===== src/rtl/clk_div_bank.sv =====
// Bank of NCH programmable clock dividers with per-channel period/high-time and enable.
// Latency: tick/clk_out are registered and reflect the count loaded on the same clk_in edge.
// Backpressure: none; configuration writes are always accepted and wr_ch >= NCH is dropped.
// Optional macro CLK_DIV_BANK_SYNC_EN compiles in the sync_req restart of all enabled channels.
module clk_div_bank #(
    parameter int NCH     = 2,
    parameter int CNT_W   = 26,
    parameter int DEF_DIV = 5000000,
    localparam int WCH_W  = (NCH > 1) ? $clog2(NCH) : 1
) (
    input  logic             clk_in,
    input  logic             reset,
    input  logic [NCH-1:0]   en,
    input  logic             wr_en,
    input  logic [WCH_W-1:0] wr_ch,
    input  logic             wr_sel,
    input  logic [CNT_W-1:0] wr_data,
    input  logic             sync_req,
    output logic [NCH-1:0]   clk_out,
    output logic [NCH-1:0]   tick
);

    localparam logic [CNT_W-1:0] DEF_P = CNT_W'(DEF_DIV);
    localparam logic [CNT_W-1:0] DEF_H = CNT_W'(DEF_DIV >> 1);

    // Host-visible shadow settings, in-use active settings and the period counter.
    logic [CNT_W-1:0] sh_p [NCH];
    logic [CNT_W-1:0] sh_h [NCH];
    logic [CNT_W-1:0] ac_p [NCH];
    logic [CNT_W-1:0] ac_h [NCH];
    logic [CNT_W-1:0] cnt  [NCH];
    logic [NCH-1:0]   running;

    // Next-state helpers.
    logic [CNT_W-1:0] peff_m1 [NCH];
    logic [CNT_W-1:0] cnt_nxt [NCH];
    logic [CNT_W-1:0] h_nxt   [NCH];
    logic [NCH-1:0]   start;
    logic [NCH-1:0]   wr_hit;
    logic             sync_go;

`ifdef CLK_DIV_BANK_SYNC_EN
    assign sync_go = sync_req;
`else
    // Restart feature compiled out: the port stays but drives nothing.
    logic unused_sync;
    assign unused_sync = sync_req;
    assign sync_go     = 1'b0;
`endif

    // Period-start detection and next count / next high time per channel.
    always_comb begin
        for (int i = 0; i < NCH; i++) begin
            peff_m1[i] = '0;
            cnt_nxt[i] = '0;
            h_nxt[i]   = '0;
            start[i]   = 1'b0;
            wr_hit[i]  = 1'b0;
            // Periods below 2 are stretched to 2 so clk_out can still toggle.
            peff_m1[i] = (ac_p[i] < CNT_W'(2)) ? CNT_W'(1) : ac_p[i] - CNT_W'(1);
            start[i]   = en[i] & (sync_go | ~running[i] | (cnt[i] >= peff_m1[i]));
            cnt_nxt[i] = start[i] ? '0 : cnt[i] + CNT_W'(1);
            // On a period start the shadow H becomes active on this same edge.
            h_nxt[i]   = start[i] ? sh_h[i] : ac_h[i];
            wr_hit[i]  = wr_en & (int'(wr_ch) == i);
        end
    end

    // Per-channel state update; reads of sh_* see the pre-write value, so a
    // write coinciding with a period start only lands at the next one.
    always_ff @(posedge clk_in) begin
        for (int i = 0; i < NCH; i++) begin
            if (reset) begin
                sh_p[i]    <= DEF_P;
                sh_h[i]    <= DEF_H;
                ac_p[i]    <= DEF_P;
                ac_h[i]    <= DEF_H;
                cnt[i]     <= '0;
                running[i] <= 1'b0;
                clk_out[i] <= 1'b0;
                tick[i]    <= 1'b0;
            end else begin
                if (wr_hit[i] && !wr_sel) begin
                    sh_p[i] <= wr_data;
                end
                if (wr_hit[i] && wr_sel) begin
                    sh_h[i] <= wr_data;
                end
                if (!en[i]) begin
                    cnt[i]     <= '0;
                    running[i] <= 1'b0;
                    clk_out[i] <= 1'b0;
                    tick[i]    <= 1'b0;
                    ac_p[i]    <= sh_p[i];
                    ac_h[i]    <= sh_h[i];
                end else begin
                    cnt[i]     <= cnt_nxt[i];
                    running[i] <= 1'b1;
                    tick[i]    <= start[i];
                    clk_out[i] <= (cnt_nxt[i] < h_nxt[i]);
                    if (start[i]) begin
                        ac_p[i] <= sh_p[i];
                        ac_h[i] <= sh_h[i];
                    end
                end
            end
        end
    end

endmodule


===== config.mk =====
export PLATFORM = sky130hd
export DESIGN_NAME = clk_div_bank
export DESIGN_NICKNAME = d
export VERILOG_FILES = /design/src/rtl/clk_div_bank.sv
export SDC_FILE = /design/constraint.sdc
export NUM_CORES = 1
export LEC_CHECK = 0
export CELL_PAD_IN_SITES_DETAIL_PLACEMENT = 1
export CELL_PAD_IN_SITES_GLOBAL_PLACEMENT = 1
export CORE_MARGIN = 2
export CORE_UTILIZATION = 46
export DETAILED_ROUTE_END_ITERATION = 16
export GPL_ROUTABILITY_DRIVEN = 0
export GPL_TIMING_DRIVEN = 0
export PLACE_DENSITY = 0.89
export SETUP_SLACK_MARGIN = 0.3
export SLEW_MARGIN = 10
export SYNTH_ARGS = -nofsm -noshare
export SYNTH_HDL_FRONTEND = slang
export SYNTH_SLANG_ARGS = --single-unit

===== constraint.sdc =====
create_clock -name clk_in -period 6.3 [get_ports clk_in]
set_clock_uncertainty 0.2 [all_clocks]
set_input_delay 1.26 -clock clk_in [delete_from_list [all_inputs] [get_ports clk_in]]
set_output_delay 1.26 -clock clk_in [all_outputs]
set_load 0.03 [all_outputs]

==> impl_metrics.csv <==
group,metric,value,unit
status,status,"finished with violations",
status,failed_checks,"negative setup slack",
synthesis,netlist_top_cells_area,"edfxtp_1 (53%), ha_1 (9.1%), and2_1 (6.2%), xor2_1 (3.8%), nor2_1 (3.5%)",
global_route,overflow,0,
placed_design,numPortBuffers,36,
power,powerDensity,258,mW/mm²
worst_setup_path,critPathKind,"flip-flop to flip-flop",
worst_setup_path,rr_startpoint,"ac_p[1][6]",
global_route,grt_max_degree,62,
worst_setup_path,critical_path.endpoint_type,"flip-flop",
worst_setup_path,reg2reg_depth,26,
final_layout,most-common-layout-cells,"edfxtp_1 (260), and2_1 (144), nor2_1 (131), ha_1 (90), nand2_1 (79)",
final_layout,post-route-util,0.564,
final_layout,drive_gt1_frac,0.146,
synthesis,syn_avg_cell_area,11.5,µm²
synthesis,yosys.area.top_type,"edfxtp_1",
power,p_int,3.25,mW
synthesis,syn_area,0.0146,mm²
sta,worst-slew-pin-transition,1.19,ns
job,max_cap_violations,0,
sta,finalSetupViolCount,3,
routing,drt_iter0_markers,1636,
routing,wire_per_inst,31.3,µm
power,p_sw,1.35,mW
worst_setup_path,r2r_slack,-0.53,ns
synthesis,yosys.cell_types.count,62,
worst_setup_path,rr_endpoint,"clk_out[1]",
synthesis,ys_warn_count,0,
synthesis,ys.flop_type,"edfxtp_1",
final_layout,final_common_cell,"edfxtp_1",
placed_design,pre_cts_ws,-0.897,ns
power,ir_worst_vdd,0.000275,V
sta,drv_slew,0,
sta,period_needed,6.83,ns
cts,holdBufCountCts,0,
min_path,hold_class,"flip-flop to flip-flop",
cts,cts_max_path_buffers,3,
sta,rsz0062_at_grt,"true",
final_layout,syn_to_final_growth,21.4,%
sta,worst_slack,-0.535,ns
synthesis,ys_seq_elements,266,
global_route,first_global_vias,12100,
routing,via_per_inst,6.63,
min_path,hp-start,"sh_p[0][18]",
cts,clk_pin_slew,0.07,ns
synthesis,synth_top_area_frac,0.534,
floorplan,floorplan.initialDensity,0.465,
final_layout,nFillCells,3145,
worst_setup_path,crit_required,6.61,ns
floorplan,dieWidth,182,µm
placed_design,place_hpwl,31200,µm
routing,remaining_drc_errors,0,
worst_setup_path,cp-start-kind,"flip-flop",
min_path,hold_depth,1,
cts,htree_levels,1,
synthesis,ys_seq_area_frac,0.542,
cts,cts_tree,"yes",
final_layout,fin_area,0.0178,mm²
sta,period_share,1.08,
power,pwr-share-comb,0.159,
cts,cts_sinks,266,
floorplan,die_y,182,µm
cts,cts_buffers,28,
floorplan,rows,65,
final_layout,final_cells,1867,
final_layout,fin_nets,1582,
global_route,grt_pass1_wl,74400,µm
placed_design,placed_area,0.0158,mm²
floorplan,die_area,0.0333,mm²
worst_setup_path,arrival,7.15,ns
cts,clock_latency,0.58,ns
sta,fmax,146,MHz
synthesis,synth_edf_count,260,
floorplan,ios,38,
power,power_frac_clock,0.365,
routing,firstDrtPassIters,6,
sta,relSlewSlack,0.206,
global_route,antenna_found_initial,4,
cts,root_buffer,"clkbuf_16",
placed_design,dpl.cell_count,1765,
floorplan,core_area,0.0315,mm²
synthesis,async_flop_share,0,
sta,finalHoldViolations,0,
routing,num_vias,12400,
power,p_seq_frac,0.476,
min_path,worstHoldEndpoint,"ac_p[0][18]",
synthesis,syn_inst,1272,
power,sw_frac_of_total,0.293,
power,fin_total_pwr,4.59,mW
worst_setup_path,crit_fanout,10,
power,power_leakage,7.01,nW
global_route,grt_usage,0.298,
routing,routed_wl,58500,µm
routing,drtAntennaViolNets,0,
==> layout make-up <==
class / instances / area [µm²] / area share
Antenna cell: 1 / 2.50 / 0.000141
Buffer: 45 / 330 / 0.0186
Clock buffer: 34 / 744 / 0.0419
Clock inverter: 18 / 114 / 0.00641
Inverter: 18 / 67.6 / 0.00380
Multi-Input combinational cell: 994 / 7250 / 0.408
Sequential cell: 266 / 7930 / 0.446
Tap cell: 402 / 503 / 0.0283
Timing Repair Buffer: 89 / 822 / 0.0463
==> power by group through the flow <==
stage	sequential, mW	clock (mW)	combinational, mW
global route	2.19	1.71	0.761
finish	2.18	1.68	0.731
global placement	2.19	0	0.483
detailed placement	2.19	0	0.536
CTS	2.16	1.61	0.601
floorplan	2.16	0	0.347
==> worst max-delay path, cell delays in order, from the launching register on <==
cell	delay [ns]
edfxtp_1	0.42
or4_4	0.56
or4b_4	0.53
or2_4	0.27
or3_4	0.40
or2_1	0.27
buf_6	0.14
buf_8	0.13
buf_2	0.17
nand2_1	0.11
ha_4	0.17
nand4_1	0.27
nor2_2	0.29
nand2_2	0.10
or3_4	0.43
nand2_8	0.13
buf_12	0.11
clkbuf_8	0.16
nor2_1	0.10
ha_1	0.31
a2111oi_4	0.36
o21ai_2	0.12
a221o_1	0.33
o21a_1	0.22
and3_1	0.17
o221ai_1	0.06
and4b_1	0.24
==> layer usage <==
layer / up-vias / part of all wire / track usage
met5: - / 0.0011 / 0
met2: 1038 / 0.48 / 0.522
met3: 359 / 0.10 / 0.0615
met4: 6 / 0.071 / 0.128
li1: 4857 / - / -
met1: 6114 / 0.35 / 0.357
==> how the worst max path moves through the flow <==
stage | startpoint | end | cells past startpoint
global route | ac_p[1][6] | clk_out[1] | 24
global placement | ac_p[1][4] | ac_h[1][19] | 16
finish | ac_p[1][6] | clk_out[1] | 26
floorplan | ac_p[1][4] | clk_out[1] | 25
detailed placement | ac_p[0][20] | clk_out[0] | 25
CTS | ac_p[1][6] | clk_out[1] | 24
==> flip-flops by register name (all words and copies together), names as in the netlist <==
name,count
ac_h,52
ac_p,52
clk_out,2
cnt,52
running,2
sh_h,52
sh_p,52
tick,2
==> what timing repair did <==
item,CTS,global route
pin swaps,33,39
resized for setup,87,72
buffers inserted,31,18
setup endpoints to repair,2,175
cloned,0,0
endpoints found under the hold margin,0,0
==> per-stage QoR <==
step	hold slack, ns	TNS [ns]
2_1_floorplan	0.277	0
3_3_place_gp	0.287	-74.54
3_5_place_dp	0.296	-1.38
4_1_cts	0.318	-0.0511
5_1_grt	0.342	-1.18
6_report	0.327	-0.956
==> cell usage after synthesis (all sizes together) (22+ instances only) <==
library cell,count
a21oi,29
xor2,63
edfxtp,260
or3,26
nand4,25
ha,106
and2,144
a21o,22
nand2,97
nand3,25
xnor2,26
nor2,136
mux2i,50
clkbuf,37
nand2b,57
==> logic make-up (layout without fill, tap and decap cells) <==
family                     Yosys count  count (layout)  share of synthesized area
AOI/OAI and AO/OA                  106             106                     0.0484
xor gates and xnor gates            89              89                     0.0533
adders and majority gates          106             106                     0.0906
buffers and inverters               63             204                     0.0177
DFF                                266             266                      0.542
muxes                               50              50                     0.0342
other                                1              53                   0.000256
and+or+nand+nor                    591             591                      0.214
Power figures use the tool's default switching activity.
